==> config.mk <==
export PLATFORM = sky130hd
export DESIGN_NAME = pc_unit_flat
export DESIGN_NICKNAME = d
export VERILOG_FILES = /design/src/rtl/pc_pkg.sv /design/src/rtl/pc_unit_if.sv /design/src/rtl/pc_hist_buf.sv /design/src/rtl/pc_unit.sv /design/src/flat_wrapper.sv
export SDC_FILE = /design/constraint.sdc
export NUM_CORES = 1
export LEC_CHECK = 0
export BUFFER_PORTS_ARGS = -buffer_cell sky130_fd_sc_hd__buf_2
export CAP_MARGIN = 15
export CORE_AREA = 8 8 143 145
export CTS_BUF_LIST = sky130_fd_sc_hd__clkbuf_8
export DETAILED_ROUTE_END_ITERATION = 16
export DIE_AREA = 0 0 151 153
export GPL_TIMING_DRIVEN = 0
export HOLD_SLACK_MARGIN = 0.03
export REMOVE_ABC_BUFFERS = 1
export SYNTH_ARGS = -nofsm -noshare
export SYNTH_HDL_FRONTEND = slang
export SYNTH_SLANG_ARGS = --single-unit
==> constraint.sdc <==
create_clock -name clk -period 2.9 [get_ports clk]
set_clock_uncertainty 0.2 [all_clocks]
set_input_delay 0.145 -clock clk [delete_from_list [all_inputs] [get_ports clk]]
set_output_delay 0.145 -clock clk [all_outputs]
set_load 0.02 [all_outputs]
==> src/rtl/pc_pkg.sv <==
// pc_pkg: shared definitions for the fetch-stage program-counter unit.
//   pc_state_e  : controller states (BOOT / RUN / PEND)
//   pc_src_e    : next-PC source, in priority order, also used by the hazard unit
//   align_mask  : clears the low log2(insn_bytes) bits of a target address
//   pc_src_sel  : priority encoder choosing the next-PC source
package pc_pkg;

  typedef enum logic [1:0] {
    BOOT = 2'd0,
    RUN  = 2'd1,
    PEND = 2'd2
  } pc_state_e;

  typedef enum logic [2:0] {
    SRC_TRAP   = 3'd0,  // trap vector
    SRC_REDIR  = 3'd1,  // redirect taken immediately
    SRC_BUFFER = 3'd2,  // release of a buffered redirect
    SRC_LATCH  = 3'd3,  // redirect during stall: buffer it, hold PC
    SRC_HOLD   = 3'd4,  // stall hold
    SRC_SEQ    = 3'd5,  // sequential increment
    SRC_NONE   = 3'd6   // BOOT: all inputs ignored
  } pc_src_e;

  function automatic logic [63:0] align_mask(input int unsigned insn_bytes);
    return ~(64'(insn_bytes) - 64'd1);
  endfunction

  function automatic pc_src_e pc_src_sel(input pc_state_e st, input logic trap,
                                         input logic redir, input logic stall);
    pc_src_e src;
    src = SRC_NONE;
    case (st)
      RUN: begin
        if (trap)                 src = SRC_TRAP;
        else if (redir && !stall) src = SRC_REDIR;
        else if (redir)           src = SRC_LATCH;
        else if (stall)           src = SRC_HOLD;
        else                      src = SRC_SEQ;
      end
      PEND: begin
        if (trap)                 src = SRC_TRAP;
        else if (redir && !stall) src = SRC_REDIR;
        else if (redir)           src = SRC_LATCH;
        else if (!stall)          src = SRC_BUFFER;
        else                      src = SRC_HOLD;
      end
      default:                    src = SRC_NONE;
    endcase
    return src;
  endfunction

endpackage

==> src/rtl/pc_unit_if.sv <==
// pc_unit_if: control and status bundle between the fetch/hazard logic and pc_unit.
//   Inputs to pc_unit : stall, redirect_valid/redirect_pc, trap_valid/trap_vector,
//                       hist_rd_idx
//   Outputs of pc_unit: current_pc, pc_valid, next_seq_pc, misaligned,
//                       hist_rd_pc, hist_count
//   modport slave  : pc_unit side
//   modport master : requester side (hazard unit / testbench)
interface pc_unit_if #(
  parameter int unsigned XLEN       = 32,
  parameter int unsigned HIST_DEPTH = 8
);
  localparam int unsigned IW = $clog2(HIST_DEPTH);

  logic            stall;
  logic            redirect_valid;
  logic [XLEN-1:0] redirect_pc;
  logic            trap_valid;
  logic [XLEN-1:0] trap_vector;
  logic [XLEN-1:0] current_pc;
  logic            pc_valid;
  logic [XLEN-1:0] next_seq_pc;
  logic            misaligned;
  logic [IW-1:0]   hist_rd_idx;
  logic [XLEN-1:0] hist_rd_pc;
  logic [IW:0]     hist_count;

  modport slave (
    input  stall, redirect_valid, redirect_pc, trap_valid, trap_vector, hist_rd_idx,
    output current_pc, pc_valid, next_seq_pc, misaligned, hist_rd_pc, hist_count
  );

  modport master (
    output stall, redirect_valid, redirect_pc, trap_valid, trap_vector, hist_rd_idx,
    input  current_pc, pc_valid, next_seq_pc, misaligned, hist_rd_pc, hist_count
  );
endinterface

==> src/rtl/pc_hist_buf.sv <==
// pc_hist_buf: circular PC-history buffer.
//   clk, rst_n : clock, async active-low reset (clears pointer and count)
//   i_wr_en    : push i_wr_pc as the newest entry
//   i_rd_idx   : read index, 0 = newest
//   o_rd_pc    : entry at i_rd_idx, 0 when i_rd_idx >= o_count (combinational)
//   o_count    : valid entries, saturates at HIST_DEPTH
module pc_hist_buf #(
  parameter int unsigned XLEN       = 32,
  parameter int unsigned HIST_DEPTH = 8
) (
  input  logic                          clk,
  input  logic                          rst_n,
  input  logic                          i_wr_en,
  input  logic [XLEN-1:0]               i_wr_pc,
  input  logic [$clog2(HIST_DEPTH)-1:0] i_rd_idx,
  output logic [XLEN-1:0]               o_rd_pc,
  output logic [$clog2(HIST_DEPTH):0]   o_count
);
  localparam int unsigned IW = $clog2(HIST_DEPTH);

  logic [XLEN-1:0] r_mem [HIST_DEPTH];
  logic [IW-1:0]   r_wptr;
  logic [IW:0]     r_count;
  logic [IW-1:0]   w_slot;

  always_ff @(posedge clk or negedge rst_n) begin
    if (!rst_n) begin
      r_wptr  <= '0;
      r_count <= '0;
    end else if (i_wr_en) begin
      r_wptr <= r_wptr + IW'(1);
      if (r_count != (IW+1)'(HIST_DEPTH)) r_count <= r_count + (IW+1)'(1);
    end
  end

  always_ff @(posedge clk) begin
    if (i_wr_en) r_mem[r_wptr] <= i_wr_pc;
  end

  // Newest entry sits just behind the write pointer; wrap is free for power-of-two depth.
  assign w_slot  = r_wptr - IW'(1) - i_rd_idx;
  assign o_rd_pc = ({1'b0, i_rd_idx} < r_count) ? r_mem[w_slot] : '0;
  assign o_count = r_count;
endmodule

==> src/rtl/pc_unit.sv <==
// pc_unit: fetch-stage program counter with trap/redirect/buffered-redirect/stall/
//   sequential next-PC selection. Redirects arriving under stall are buffered (PEND).
//   clk, rst_n : clock, async active-low reset
//   bus        : pc_unit_if.slave (control inputs, PC/status outputs, history read)
// Optional feature macro: PC_HIST_EN enables the PC-history buffer (pc_hist_buf);
//   without it hist_rd_pc and hist_count read 0.
module pc_unit
  import pc_pkg::*;
#(
  parameter int unsigned     XLEN         = 32,
  parameter logic [XLEN-1:0] RESET_VECTOR = '0,
  parameter int unsigned     INSN_BYTES   = 4,
  parameter int unsigned     HIST_DEPTH   = 8
) (
  input logic     clk,
  input logic     rst_n,
  pc_unit_if.slave bus
);
  localparam logic [XLEN-1:0] LP_MASK = XLEN'(align_mask(INSN_BYTES));
  localparam logic [XLEN-1:0] LP_INC  = XLEN'(INSN_BYTES);

  pc_state_e       r_state, w_next_state;
  logic [XLEN-1:0] r_pc, r_pend_pc, w_next_pc, w_seq_pc;
  logic            r_valid, r_mis, r_pend_mis, w_next_mis, w_load, w_pend_we;
  pc_src_e         w_src;

  assign w_seq_pc = r_pc + LP_INC;
  assign w_src    = pc_src_sel(r_state, bus.trap_valid, bus.redirect_valid, bus.stall);

  always_comb begin
    w_next_state = r_state;
    w_next_pc    = r_pc;
    w_next_mis   = 1'b0;
    w_load       = 1'b0;
    w_pend_we    = 1'b0;
    case (w_src)
      SRC_TRAP: begin
        w_load       = 1'b1;
        w_next_pc    = bus.trap_vector & LP_MASK;
        w_next_mis   = |(bus.trap_vector & ~LP_MASK);
        w_next_state = RUN;
      end
      SRC_REDIR: begin
        w_load       = 1'b1;
        w_next_pc    = bus.redirect_pc & LP_MASK;
        w_next_mis   = |(bus.redirect_pc & ~LP_MASK);
        w_next_state = RUN;
      end
      SRC_BUFFER: begin
        w_load       = 1'b1;
        w_next_pc    = r_pend_pc;
        w_next_mis   = r_pend_mis;
        w_next_state = RUN;
      end
      SRC_LATCH: begin
        w_pend_we    = 1'b1;
        w_next_state = PEND;
      end
      SRC_SEQ: begin
        w_load    = 1'b1;
        w_next_pc = w_seq_pc;
      end
      SRC_HOLD: ;
      default:  w_next_state = RUN;  // BOOT lasts exactly one cycle
    endcase
  end

  always_ff @(posedge clk or negedge rst_n) begin
    if (!rst_n) begin
      r_state    <= BOOT;
      r_pc       <= RESET_VECTOR;
      r_valid    <= 1'b0;
      r_mis      <= 1'b0;
      r_pend_pc  <= '0;
      r_pend_mis <= 1'b0;
    end else begin
      r_state <= w_next_state;
      r_mis   <= w_next_mis;
      if (r_state == BOOT) r_valid <= 1'b1;
      if (w_load) r_pc <= w_next_pc;
      if (w_pend_we) begin
        r_pend_pc  <= bus.redirect_pc & LP_MASK;
        r_pend_mis <= |(bus.redirect_pc & ~LP_MASK);
      end
    end
  end

  assign bus.current_pc  = r_pc;
  assign bus.pc_valid    = r_valid;
  assign bus.next_seq_pc = w_seq_pc;
  assign bus.misaligned  = r_mis;

`ifdef PC_HIST_EN
  pc_hist_buf #(
    .XLEN      (XLEN),
    .HIST_DEPTH(HIST_DEPTH)
  ) u_hist (
    .clk     (clk),
    .rst_n   (rst_n),
    .i_wr_en (w_load),
    .i_wr_pc (r_pc),
    .i_rd_idx(bus.hist_rd_idx),
    .o_rd_pc (bus.hist_rd_pc),
    .o_count (bus.hist_count)
  );
`else
  assign bus.hist_rd_pc = '0;
  assign bus.hist_count = '0;
`endif
endmodule

==> src/flat_wrapper.sv <==
// flat-port wrapper written by rule: the top's interface ports become plain ports
module pc_unit_flat import pc_pkg::*;
#(
  parameter int unsigned     XLEN         = 32,
  parameter logic [XLEN-1:0] RESET_VECTOR = '0,
  parameter int unsigned     INSN_BYTES   = 4,
  parameter int unsigned     HIST_DEPTH   = 8
)
  (clk, rst_n, bus_stall, bus_redirect_valid, bus_redirect_pc, bus_trap_valid, bus_trap_vector, bus_hist_rd_idx, bus_current_pc, bus_pc_valid, bus_next_seq_pc, bus_misaligned, bus_hist_rd_pc, bus_hist_count);
  pc_unit_if #(.XLEN(XLEN), .HIST_DEPTH(HIST_DEPTH)) bus_i ();
  input logic clk;
  input logic rst_n;
  input wire logic [$bits(bus_i.stall)-1:0] bus_stall;
  input wire logic [$bits(bus_i.redirect_valid)-1:0] bus_redirect_valid;
  input wire logic [$bits(bus_i.redirect_pc)-1:0] bus_redirect_pc;
  input wire logic [$bits(bus_i.trap_valid)-1:0] bus_trap_valid;
  input wire logic [$bits(bus_i.trap_vector)-1:0] bus_trap_vector;
  input wire logic [$bits(bus_i.hist_rd_idx)-1:0] bus_hist_rd_idx;
  output wire logic [$bits(bus_i.current_pc)-1:0] bus_current_pc;
  output wire logic [$bits(bus_i.pc_valid)-1:0] bus_pc_valid;
  output wire logic [$bits(bus_i.next_seq_pc)-1:0] bus_next_seq_pc;
  output wire logic [$bits(bus_i.misaligned)-1:0] bus_misaligned;
  output wire logic [$bits(bus_i.hist_rd_pc)-1:0] bus_hist_rd_pc;
  output wire logic [$bits(bus_i.hist_count)-1:0] bus_hist_count;
  assign bus_i.stall = bus_stall;
  assign bus_i.redirect_valid = bus_redirect_valid;
  assign bus_i.redirect_pc = bus_redirect_pc;
  assign bus_i.trap_valid = bus_trap_valid;
  assign bus_i.trap_vector = bus_trap_vector;
  assign bus_i.hist_rd_idx = bus_hist_rd_idx;
  assign bus_current_pc = bus_i.current_pc;
  assign bus_pc_valid = bus_i.pc_valid;
  assign bus_next_seq_pc = bus_i.next_seq_pc;
  assign bus_misaligned = bus_i.misaligned;
  assign bus_hist_rd_pc = bus_i.hist_rd_pc;
  assign bus_hist_count = bus_i.hist_count;
  pc_unit #(.XLEN(XLEN), .RESET_VECTOR(RESET_VECTOR), .INSN_BYTES(INSN_BYTES), .HIST_DEPTH(HIST_DEPTH)) u_core (.clk(clk), .rst_n(rst_n), .bus(bus_i));
endmodule
# ---- Word-level counts from Yosys, hierarchy flattened
# Index checks and enable logic that the tools add are counted.
dict set report word_totals {
  regBits 67
  inputBits 72
  out_inout_bits 102
  wordCells 38
}
dict set report op_classes {
  add_sub_neg 1
  eq_ne 7
  mux 14
  n_reduce_logical 10
}
# operator count
set op_table {}
lappend op_table {{$pmux W32 S4} 1}
lappend op_table {{$add A32 B3 Y32 const B} 1}
lappend op_table {{$mux W3} 7}
lappend op_table {{$eq A3 B2 Y1 const B} 2}
lappend op_table {{$eq A3 B3 Y1 const B} 2}
lappend op_table {{$pmux W3 S2} 1}
lappend op_table {{$reduce_or A2 Y1} 3}
lappend op_table {{$pmux W2 S2} 1}
lappend op_table {{$reduce_bool A4 Y1} 1}
lappend op_table {{$reduce_or A4 Y1} 1}
lappend op_table {{$eq A3 B1 Y1 const B} 1}
lappend op_table {{$logic_not A3 Y1} 1}
lappend op_table {{$mux W1} 3}
lappend op_table {{$pmux W1 S3} 1}
lappend op_table {{$eq A2 B1 Y1 const B} 1}
lappend op_table {{$eq A2 B2 Y1 const B} 1}
lappend op_table {{$logic_not A2 Y1} 1}
lappend op_table {{$reduce_and A2 Y1} 1}
lappend op_table {{$logic_and A1 B1 Y1} 1}
lappend op_table {{$logic_not A1 Y1} 1}

# ---- Depth between registers and ports, before layout
# Gate-level depths: netlist of the first run.
dict set report logic_depth {
  ltp_word 9
  depth_mapped 11
  mapped_depth_nobuf 8
}

# ---- Worst setup path after synthesis of the first run
# OpenSTA, ideal clock, no wires.
dict set report synth_path {
  path_kind {register to register}
  start {reg u_core.r_pc[2] (netlist: u_core.bus.current_pc[2])}
  end {reg u_core.r_pc[28] (netlist: u_core.bus.current_pc[28])}
  setup_time_ns 0.078
  t_arrival_ns 2.273
  required_ns 2.622
  path_slack_ns 0.349
  path_stages_with_launch 8
  n_path_buf 0
  synth_period_minus_slack_ns 2.551
  cell_sequence {dfrtp_1 ha_1 nand4_2 nor4_4 and4_2 xor2_1 nand2_1 a21oi_1}
}
dict set report synth_via {
  elab_chain_cells 2
}
# element line
set synth_rtl {}
lappend synth_rtl {{start: declaration} pc_unit.sv:23} ;# logic [XLEN-1:0] r_pc, r_pend_pc, w_next_pc, w_seq_pc;
lappend synth_rtl {{start signal: assignment} pc_unit.sv:80} ;# if (w_load) r_pc <= w_next_pc;
lappend synth_rtl {{$add A32 B3 Y32} pc_unit.sv:27} ;# assign w_seq_pc = r_pc + LP_INC;
lappend synth_rtl {{via bus_next_seq_pc[28]} flat_wrapper.sv:21} ;# output wire logic [$bits(bus_i.next_seq_pc)-1:0] bus_next_seq_pc;
lappend synth_rtl {{$pmux W32 S4} pc_unit.sv:36} ;# case (w_src)
# The timed path passes the listed nets, and every way through them passes these cells.
# A chain may end at the register's enable or synchronous reset.

# ---- Worst setup path after layout of the first run
dict set report layout_path {
  start {reg u_core.r_state[1]}
  end {reg u_core.r_pc[28] (netlist: u_core.bus.current_pc[28])}
}
dict set report layout_via {
  elab_chain_cells 6
  word_cells_on_any_way 12
  classes_between {eq/ne: 5; mux: 3; reduce/logical: 4}
}
# element line
set layout_rtl {}
lappend layout_rtl {{start: declaration} pc_unit.sv:22} ;# pc_state_e r_state, w_next_state;
lappend layout_rtl {{start signal: assignment} pc_unit.sv:77} ;# r_state <= w_next_state;
lappend layout_rtl {{$eq A2 B2 Y1 or $eq A2 B1 Y1 (tied branches)} pc_pkg.sv:32} ;# case (st)
lappend layout_rtl {{$pmux W3 S2 (*)} pc_pkg.sv:32}
lappend layout_rtl {{$eq A3 B1 Y1, or another cell as far along} pc_unit.sv:36}
lappend layout_rtl {{$reduce_or A4 Y1 (no line)} n/a}
lappend layout_rtl {{$mux W1} pc_unit.sv:36}
lappend layout_rtl {{$reduce_and A2 Y1 (no line)} n/a}
# Mark *: on every way between the ends. The rest lies on a longest branch, timed or not.

==> flow_summary.json, run 1 <==
{
  "die_h_um": 153,
  "synthFlopType": "dfrtp_1",
  "seqPwrFrac_pct": 36.3,
  "cts.sinks": 65,
  "instances_no_fill": 936,
  "layout_setup_ws_ns": 0.0931,
  "fill_cells": 1907,
  "status": "finished, final reports clean",
  "vias_per_cell": 4.85,
  "grt_pass1_vias": 4728,
  "place.gp.congestion": 0.776,
  "netlist_area_um2": 4460,
  "syn_inst": 489,
  "insertion_delay_ns": 0.37,
  "synth-seq-cells": 65,
  "drv_cap": 0,
  "worstMarginPinSlew_ns": 0.830,
  "synth_top_cell_area_share_pct": 36.4,
  "worst_r2r_path_depth": 9,
  "end_kind": "flop",
  "crit_top_cell": "buf_8",
  "use_met3_pct": 4.02,
  "drv_slew": 0,
  "worstPathArrival_ns": 2.85,
  "synth_enable_flop_cells": 0,
  "yosysTopAreaCell": "dfrtp_1",
  "diodes": 0,
  "crit_buf_inv": 3,
  "ios": 174,
  "drc": 0,
  "fp-row-count": 50,
  "synth_warnings": 0,
  "placed_area_um2": 5290,
  "clk_pin_slew_ns": 0.09,
  "critical_path_depth": 9,
  "place_inst": 833,
  "cellPowerDensity_nw_per_um2": 617,
  "relSlewSlack_pct": 44.6,
  "grt_max_degree": 41,
  "p_int_w": 0.00234,
  "ctsHtreeMaxLevel": 3,
  "ant_nets": 0,
  "avgSynthCellArea_um2": 9.13,
  "hold_class": "reg2reg",
  "layout.nets": 776,
  "start_util_pct": 24.4,
  "critPathLaunchType": "flop",
  "setup_viol": 0,
  "comb_power_share_pct": 41.6,
  "timing.final.hold_violations": 0,
  "holdPathStages": 1,
  "cp_slowest_cell": "o32ai_4",
  "cpPeakStageDelay_ns": 0.57,
  "dp_hpwl_um": 12600,
  "cts_tree": "yes",
  "p_leak_nw": 2.84,
  "post-place-ws_ns": -0.530,
  "syn_to_final_growth_pct": 46.6,
  "initialDrtViolationCount": 300,
  "dieArea_um2": 23100,
  "worst-path-max-fanout": 14,
  "gr-total-overflow": 0,
  "crit_chain": "inv_1, ha_2, o32ai_4, and2_4, buf_8, a21oi_4, buf_8, a221oi_1, a21oi_1",
  "die_w_um": 151,
  "antenna_found_initial": 0,
  "core_area_um2": 18300,
  "synth_area_leaders": "dfrtp_1 36%, mux2_2 7.6%, buf_4 7.1%",
  "drive_above_1_share_pct": 35.3,
  "cp.required_ns": 2.94,
  "yosysSeqAreaShare_pct": 36.4,
  "p_switching_w": 0.00170,
  "grt_use_total_pct": 15.0,
  "final_area_um2": 6540,
  "fmax_mhz": 356,
  "routedWlPerCell_um": 18.8,
  "clkPwrFrac_pct": 22.1,
  "root_buffer": "clkbuf_8",
  "ys_async_sr_fraction_pct": 100,
  "met1_usage_pct": 18.9,
  "layout_min_cycle_time_ns": 2.81,
  "path_delay_family": "compound AO/OA/AOI/OAI gates",
  "grt-busiest-layer": "met2",
  "cts_buffer_depth": 2,
  "grt_pass1_wl_um": 26900,
  "grtUsageMet2_pct": 24.3,
  "synth.distinct_cells": 66,
  "vdd_drop_max_v": 0.000377,
  "first_pass_iters": 5,
  "vias": 4536,
  "fin_crit_sh_pct": 96.8,
  "crit_type": "reg2reg",
  "wl_um": 17600,
  "numPortBuffers": 130,
  "cts_buffers": 9,
  "switching_share_pct": 42.1
}
[per-layer routing]
layer,wire (um),vias to the layer above
met5,0,-
met4,442,0
met3,1150,28
met2,8230,189
met1,7790,2178
li1,-,2141
[registers in the layout, summed over array words and instances, names as in the netlist]
register / flops
u_core.bus.pc_valid: 1
u_core.bus.misaligned: 1
u_core.bus.current_pc: 30
u_core.r_state: 2
u_core.r_pend_pc: 30
u_core.r_pend_mis: 1
[cells in the final DEF, fill, tap and decap left out, drive strengths merged, types with 6 or more instances in the layout]
master	n
conb	40
buf	155
o2bb2ai	7
a31oi	15
o22ai	7
nor4	7
ha	7
o21ai	28
dfrtp	65
nor2	29
nand2	49
nand4	9
a22oi	8
xnor2	16
inv	10
and4	6
clkbuf	9
a21oi	29
mux2	30
nand3	19
nor3	9
dlygate4sd3	69
xor2	12
[kinds of logic (layout without fill, tap and decap cells)]
logic type | count (synthesis) | in the layout | synth area share, %
and+or+nand+nor | 151 | 151 | 18.0
AOI/OAI and AO/OA | 131 | 132 | 20.1
buffers and inverters | 76 | 249 | 10.3
DFF | 65 | 65 | 36.4
muxes | 30 | 30 | 7.57
xor gates and xnor gates | 28 | 28 | 5.49
adders and majority gates | 7 | 7 | 1.96
other | 1 | 40 | 0.0840
[synthesized netlist by cell type, types with 3 or more instances]
master,number
a32oi_1,4
a31oi_1,15
o2bb2ai_1,7
a22oi_1,8
o22ai_1,7
nand3_1,17
xor2_1,12
a211oi_1,4
and4_1,4
mux2_2,30
buf_4,42
nor3_1,9
a22o_1,3
clkbuf_1,10
xnor2_1,16
or2_2,3
nor4_1,5
a221oi_1,4
buf_2,15
or4_1,3
nand4_1,7
nand2_1,49
ha_1,7
and3_1,4
o21ai_0,26
inv_1,9
nor2_1,29
nand2b_1,3
dfrtp_1,65
a222oi_1,3
a21oi_1,29
[timing repair]
| action | 4_1_cts | 5_1_grt |
|---|---|---|
| pin swaps | 6 | 3 |
| setup endpoints to repair | 69 | 33 |
| gates resized for setup | 23 | 12 |
| setup buffers | 7 | 10 |
| hold buffers | 69 | 0 |
| gates cloned | 1 | 0 |
| endpoints found under the hold margin | 128 | 0 |
[cell type report]
| cell class | instances | area [um2] | area share (%) |
|---|---|---|---|
| timing repair buffer | 224 | 1650 | 25.2 |
| clock inverter | 7 | 93.8 | 1.43 |
| tap | 234 | 293 | 4.48 |
| inverter | 9 | 33.8 | 0.516 |
| sequential | 65 | 1630 | 24.9 |
| multi-input combinational | 388 | 2720 | 41.6 |
| clock buffer | 9 | 124 | 1.89 |
[power by group through the flow]
stage | Combinational (W) | Sequential, W | Clock [W]
after floorplan | 0.000828 | 0.00154 | 0
after global placement | 0.00147 | 0.00146 | 0
after detailed placement | 0.00152 | 0.00147 | 0
after CTS | 0.00165 | 0.00146 | 0.000925
after global routing | 0.00181 | 0.00151 | 0.000955
final | 0.00168 | 0.00146 | 0.000893
[worst paths after layout]
check                                                startpoint                                     to  slack (ns)
max in group asynchronous                                 rst_n   u_core.bus.current_pc[8]$_DFFE_PN0P_        0.59
worst max-delay path              u_core.r_state[1]$_DFFE_PN0N_  u_core.bus.current_pc[28]$_DFFE_PN0P_        0.09
worst min-delay path            u_core.bus.pc_valid$_DFFE_PN0N_        u_core.bus.pc_valid$_DFFE_PN0N_        0.28
worst max register to register    u_core.r_state[1]$_DFFE_PN0N_  u_core.bus.current_pc[28]$_DFFE_PN0P_        0.09
worst min register to register  u_core.bus.pc_valid$_DFFE_PN0N_        u_core.bus.pc_valid$_DFFE_PN0N_        0.28
min in group asynchronous                                 rst_n        u_core.r_pend_pc[9]$_DFFE_PN0P_        0.54
[through the flow]
step | total power, W | TNS (ns) | hold slack (ns) | util (%)
finish | 0.00404 | 0 | 0.277 | 35.8
detailed placement | 0.00299 | -18.66 | -0.105 | 29.0
floorplan | 0.00237 | -20.14 | -0.351 | -
global route | 0.00428 | -0.0165 | 0.286 | 35.8
CTS | 0.00403 | -0.0224 | 0.244 | 35.0
global placement | 0.00293 | -107.00 | 0.169 | 28.1
Note: power is estimated with default switching activity, not from simulation.
==> run 2: changes to the inputs <==
SYNTH_HIERARCHICAL = 1   (was unset)
==> run 2 against run 1 <==
  * Clock power up 15%
  * Largest cell class unchanged
  * Design area fell by 2.9%
  * Total power up 1.2%
  * Sequential power barely moved
  * Largest power group unchanged
  * Highest routed layer unchanged
  * Global-route usage decreased by 0.37 points
  * Hold slack worse by 0.18 ns
  * Flip-flop and latch count did not move
  * Die area is the same
  * Register-to-register slack is essentially flat
  * Cell count down 0.75%
==> flow_summary.json, run 2 <==
{
  "antenna_found_initial": 0,
  "fp-row-count": 50,
  "grt_pass1_wl_um": 25900,
  "vdd_drop_max_v": 0.000301,
  "cp.required_ns": 2.93,
  "first_pass_iters": 4,
  "synth-simple-area-share_pct": 16.6,
  "cp_slowest_cell": "dfrtp_1",
  "synth_area_leaders": "dfrtp_1 36%, mux2_2 7.5%, buf_4 6.9%",
  "holdPathStages": 3,
  "avgSynthCellArea_um2": 9.03,
  "ctsHtreeMaxLevel": 3,
  "switching_share_pct": 39.6,
  "comb_power_share_pct": 39.1,
  "worst-path-max-fanout": 11,
  "post-place-ws_ns": -1.11,
  "synth_top_cell_area_share_pct": 36.3,
  "drv_cap": 0,
  "setup_viol": 0,
  "syn_inst": 496,
  "worstMarginPinSlew_ns": 0.890,
  "diodes": 0,
  "p_int_w": 0.00247,
  "layout_setup_ws_ns": 0.0917,
  "cts_buffer_depth": 2,
  "layout_min_cycle_time_ns": 2.81,
  "wl_um": 17700,
  "vias_per_cell": 4.96,
  "synthXorXnorAreaFrac_pct": 5.48,
  "yosysTopAreaCell": "dfrtp_1",
  "grt_pass1_vias": 4480,
  "drive_above_1_share_pct": 33.7,
  "worst_r2r_path_depth": 9,
  "seqPwrFrac_pct": 35.7,
  "vias": 4610,
  "dp_hpwl_um": 12700,
  "ant_nets": 0,
  "yosysSeqAreaShare_pct": 36.3,
  "relSlewSlack_pct": 40.7,
  "synth_top_family_by_area": "compound AO/OA/AOI/OAI gates",
  "cts_buffers": 9,
  "end_kind": "flop",
  "r2r_slack_ns": 0.09,
  "synthFlopType": "dfrtp_1",
  "die_w_um": 151,
  "fin_crit_sh_pct": 96.8,
  "cellPowerDensity_nw_per_um2": 643,
  "synth_warnings": 6,
  "numPortBuffers": 130,
  "syn_to_final_growth_pct": 41.9,
  "gr-total-overflow": 0,
  "layout_common_cells": "128 x buf_2, 63 x dlygate4sd3_1, 61 x dfrtp_1, 40 x conb_1",
  "hold_class": "in2reg",
  "synthMuxAreaShare_pct": 7.55,
  "initialDrtViolationCount": 334,
  "core_area_um2": 18300,
  "timing.final.hold_violations": 0,
  "synth_compound_area_share_pct": 21.5,
  "holdWs_ns": 0.0960,
  "worstPathArrival_ns": 2.84,
  "grt_max_degree": 66,
  "dieArea_um2": 23100,
  "p_leak_nw": 2.81,
  "cpPeakStageDelay_ns": 0.40,
  "critPathLaunchType": "flop",
  "yosys.cell_count.top_type": "dfrtp_1",
  "rsz0062_at_grt": "true",
  "clk_pin_slew_ns": 0.07,
  "fill_cells": 1905,
  "insertion_delay_ns": 0.37,
  "utilization_pct": 34.8,
  "layout.nets": 769,
  "yosys.area_share.adder_pct": 1.96,
  "drc": 0,
  "final_common_cell": "buf_2",
  "place.gp.congestion": 0.820,
  "grt_use_total_pct": 14.6,
  "netlist_top_cells_count": "65 x dfrtp_1, 41 x buf_4, 41 x nor2_1, 40 x nand2_1, 38 x o21ai_0",
  "root_buffer": "clkbuf_8",
  "netlist_area_um2": 4480,
  "synth.distinct_cells": 63,
  "crit_type": "reg2reg",
  "fmax_mhz": 356,
  "drv_slew": 0,
  "p_switching_w": 0.00162,
  "start_util_pct": 24.5,
  "cts.sinks": 65,
  "status": "finished, final reports clean",
  "ios": 174,
  "crit_chain": "inv_1, ha_2, nand2b_2, a211oi_4, o21ai_1, buf_4, nor2_4, o21ai_0, a311oi_1",
  "cts_tree": "yes",
  "die_h_um": 153,
  "routedWlPerCell_um": 19.0,
  "synth_enable_flop_cells": 0,
  "synth-seq-cells": 65,
  "ys_async_sr_fraction_pct": 100,
  "clkPwrFrac_pct": 25.3
}
-- run 2: changes by cell type after synthesis, moves of 5 or more --
cell	change
o21ai_0	+12
a21oi_1	-6
a2bb2oi_1	+7
nand3_1	-6
nand2_1	-9
nor2_1	+12
a31oi_1	-9
o21a_1	+5
-- run 2: kinds of logic (layout without fill, tap and decap cells) --
logic type | count (synthesis) | in the layout
other | 1 | 40
adders and majority gates | 7 | 7
and+or+nand+nor | 145 | 147
xor gates and xnor gates | 28 | 28
AOI/OAI and AO/OA | 142 | 142
DFF | 65 | 65
buffers and inverters | 78 | 236
muxes | 30 | 30
-- run 2: timing repair --
action                                 4_1_cts  5_1_grt
setup endpoints to repair                   66       68
pin swaps                                    3        5
hold buffers                                63        0
resized for setup                           15       26
buffers inserted                             2       12
cloned                                       1        1
endpoints found under the hold margin      128        0
-- run 2: path summary, 6_finish.rpt --
path,startpoint,to
worst max-delay path,u_core/r_state[1]$_DFFE_PN0N_,u_core/bus.misaligned$_DFF_PN0_
worst min-delay path,bus_redirect_pc[1],u_core/bus.misaligned$_DFF_PN0_
worst max register to register,u_core/r_state[1]$_DFFE_PN0N_,u_core/bus.misaligned$_DFF_PN0_
worst min register to register,u_core/bus.pc_valid$_DFFE_PN0N_,u_core/bus.pc_valid$_DFFE_PN0N_
max in group asynchronous,rst_n,u_core/bus.current_pc[10]$_DFFE_PN0P_
min in group asynchronous,rst_n,u_core/r_pend_pc[4]$_DFFE_PN0P_
-- run 2: area by class of cell --
type	count	area (um2)	share of cell area, %
clock buffer	9	124	1.95
multi-input combinational	394	2710	42.6
tap	234	293	4.61
sequential	65	1630	25.7
timing repair buffer	210	1430	22.4
clock inverter	7	134	2.11
inverter	10	37.5	0.591
-- run 2: power by group through the flow --
stage               sequential [W]  clock, W  combinational [W]
global placement           0.00146         0            0.00144
global route               0.00150   0.00110            0.00172
detailed placement         0.00147         0            0.00146
finish                     0.00146   0.00103            0.00159
CTS                        0.00145   0.00106            0.00155
floorplan                  0.00152         0           0.000806
-- run 2: critical path, delay by kind of cell, from the launching register on --
kind,cells,cell delay [ns]
compound gates,4,1.05
simple gates,2,0.39
flops,1,0.40
buf+inv,2,0.35
fa+ha+maj,1,0.27
-- run 2: metrics by stage --
step                instances  total power, W  setup TNS [ns]  instance area (um2)
floorplan                 467         0.00233          -18.51                 4190
global placement          831         0.00289          -99.88                 5130
detailed placement        834         0.00292          -50.09                 5180
CTS                       916         0.00406          -0.935                 6140
global route              929         0.00431         -0.0206                 6350
finish                    929         0.00408               0                 6350
-- run 2: per-layer routing --
metal  routed length [um]  track usage (%)
met5                    0                0
met4                   98             3.21
met3                 1830             4.40
met1                 7520             18.9
met2                 8240             23.4
==> run 3: changes to the inputs <==
CORE_AREA = 2 2 137 139   (was 8 8 143 145)
DIE_AREA = 0 0 139 141   (was 0 0 151 153)
PLACE_DENSITY = 0.44   (was unset)
SYNTH_HIERARCHICAL = unset   (was 1)
==> run 3 against run 2 <==
  * Fmax rose by 0.66%
  * Clock power fell by 21%
  * Routed wire length fell by 5.0%
  * Highest routed layer unchanged
  * Flip-flop and latch count did not move
  * Total power fell by 3.9%
  * Combinational power rose by 3%
  * Worst setup slack improved by 0.018 ns
  * Sequential power barely moved
  * First-iteration DRC count rose by 3.6%
  * Largest cell class unchanged
  * Utilization rose by 0.36 points
  * Sequential share of layout area fell by 0.30 points
  * Design area rose by 1.0%
==> flow_summary.json, run 3 (synthesis gave the netlist of run 1 again) <==
{
  "drive_above_1_share_pct": 34.4,
  "diodes": 0,
  "timing.final.hold_violations": 0,
  "drc": 0,
  "drv_slew": 0,
  "start_util_pct": 24.4,
  "layout_setup_ws_ns": 0.110,
  "wl_um": 16800,
  "use_met3_pct": 4.11,
  "rsz0062_at_grt": "true",
  "r2r_slack_ns": 0.11,
  "core_area_um2": 18300,
  "grt_max_degree": 49,
  "p_leak_nw": 2.78,
  "setup_viol": 0,
  "p_switching_w": 0.00167,
  "routedWlPerCell_um": 18.1,
  "cpPeakStageDelay_ns": 0.45,
  "comb_power_share_pct": 41.6,
  "first_pass_iters": 5,
  "status": "finished, final reports clean",
  "clkPwrFrac_pct": 20.7,
  "met1_usage_pct": 22.2,
  "crit_chain": "inv_1, ha_1, nor2b_4, o211ai_1, buf_6, buf_4, or3_1, and4_4, o21ai_2",
  "hold_class": "in2async",
  "vias": 4500,
  "clk_pin_slew_ns": 0.08,
  "layout_common_cells": "129 x buf_2, 68 x dlygate4sd3_1, 63 x dfrtp_1, 48 x nand2_1, 40 x conb_1",
  "path_delay_family": "simple AND/OR/NAND/NOR gates",
  "switching_share_pct": 42.7,
  "layout_min_cycle_time_ns": 2.79,
  "layout.nets": 768,
  "reg2reg_to": "u_core.bus.current_pc[30]$_DFFE_PN0P_",
  "ctsHtreeMaxLevel": 3,
  "fmax_mhz": 358,
  "ant_nets": 0,
  "worstPathArrival_ns": 2.89,
  "grt_use_total_pct": 17.0,
  "p_int_w": 0.00225,
  "final_common_cell": "buf_2",
  "syn_to_final_growth_pct": 43.8,
  "relSlewSlack_pct": 39.8,
  "cts_buffer_depth": 2,
  "initialDrtViolationCount": 346,
  "worstMarginPinSlew_ns": 0.902,
  "grt-busiest-layer": "met2",
  "grtUsageMet2_pct": 28.6,
  "cts_tree": "yes",
  "antenna_found_initial": 0,
  "grt_pass1_vias": 4515,
  "dieArea_um2": 19600,
  "grt_pass1_wl_um": 25600,
  "vdd_drop_max_v": 0.000305,
  "drv_cap": 0,
  "ios": 174,
  "finalPower_w": 0.00392,
  "cp.required_ns": 3.00,
  "worst_r2r_path_depth": 9,
  "critPathLaunchType": "flop",
  "die_h_um": 141,
  "instances_no_fill": 928,
  "crit_buf_inv": 3,
  "gr-total-overflow": 0,
  "die_w_um": 139,
  "numPortBuffers": 130,
  "r2r_start": "u_core.r_state[0]$_DFFE_PN0N_",
  "insertion_delay_ns": 0.37,
  "cellPowerDensity_nw_per_um2": 611,
  "cts.sinks": 65,
  "cp_slowest_cell": "ha_1",
  "post-place-ws_ns": -0.679,
  "root_buffer": "clkbuf_8",
  "fp-row-count": 50,
  "seqPwrFrac_pct": 37.7,
  "worst-path-max-fanout": 9,
  "cts_buffers": 9,
  "place_inst": 833,
  "utilization_pct": 35.1,
  "vias_per_cell": 4.85,
  "dp_hpwl_um": 11900,
  "fin_crit_sh_pct": 96.2,
  "end_kind": "flop",
  "place.gp.congestion": 0.798,
  "crit_type": "reg2reg"
}
run 3: cell types whose count changed in the layout (fill, tap and decap cells not counted), sizes merged, moves of 4 or more:
cell	before	now
a21oi	24	29
a22oi	4	8
a2bb2oi	7	0
a31oi	6	15
a32oi	0	4
dlygate4sd3	63	68
nand2	41	49
nand3	11	19
nor2	42	29
o211ai	6	2
o21a	5	0
o21ai	42	28
o221ai	5	1
run 3: how the worst max path moves through the flow:
| stage | from | end | slack [ns] | cells after the start |
|---|---|---|---|---|
| after detailed placement | u_core.r_state[1]$_DFFE_PN0N_ | u_core.bus.current_pc[31]$_DFFE_PN0P_ | -0.68 | 7 |
| after global placement | u_core.r_state[1]$_DFFE_PN0N_ | u_core.bus.current_pc[4]$_DFFE_PN0P_ | -2.16 | 8 |
| final | u_core.r_state[0]$_DFFE_PN0N_ | u_core.bus.current_pc[30]$_DFFE_PN0P_ | 0.11 | 9 |
| after floorplan | u_core.r_state[0]$_DFFE_PN0N_ | u_core.r_pend_pc[10]$_DFFE_PN0P_ | -0.51 | 6 |
| after global routing | u_core.r_state[1]$_DFFE_PN0N_ | u_core.bus.current_pc[30]$_DFFE_PN0P_ | -0.04 | 9 |
| after CTS | u_core.r_state[0]$_DFFE_PN0N_ | u_core.bus.current_pc[30]$_DFFE_PN0P_ | 0.002 | 9 |
run 3: cell type report:
type	instances	area [um2]
fillers	1913	11800
multi-input cells	387	2680
flip-flops and latches	65	1630
repair buffers	217	1590
well taps	234	293
clock buffers	10	138
clock inverters	6	57.6
inverters	9	33.8
run 3: stage by stage:
step                      hold WS (ns)  instance area, um2  TNS, ns
final                           0.0859                6420        0
after global placement           0.166                5120  -122.94
after global routing             0.116                6420   -0.181
after CTS                       0.0951                6370        0
after detailed placement        -0.147                5310   -22.65
after floorplan                 -0.351                4180   -20.14
run 3: layer usage:
layer,up-vias,routed length (um),share of wire (%)
met3,13,916,5.5
met5,-,0,0
met4,0,124,0.74
met1,2197,7610,45
met2,170,8140,48
li1,2120,-,-
run 3: what timing repair did:
item | in CTS | in global routing
buffers inserted | 11 | 0
setup endpoints to repair | 69 | 62
endpoints found under the hold margin | 128 | 0
pin swaps | 5 | 2
gates resized for setup | 19 | 11
hold buffers | 68 | 0
run 3: worst reg2reg max path: stages (launching register included):
cell and delay (ns):
dfrtp_1 0.39, inv_1 0.08, ha_1 0.45, nor2b_4 0.37, o211ai_1 0.22, buf_6 0.19
buf_4 0.16, or3_1 0.33, and4_4 0.21, o21ai_2 0.12
run 3: power groups by stage:
stage | logic [W] | clock network (W) | registers (W)
after floorplan | 0.000828 | 0 | 0.00154
after global placement | 0.00146 | 0 | 0.00148
after detailed placement | 0.00152 | 0 | 0.00149
after CTS | 0.00163 | 0.000849 | 0.00147
after global routing | 0.00176 | 0.000890 | 0.00152
final | 0.00163 | 0.000813 | 0.00148
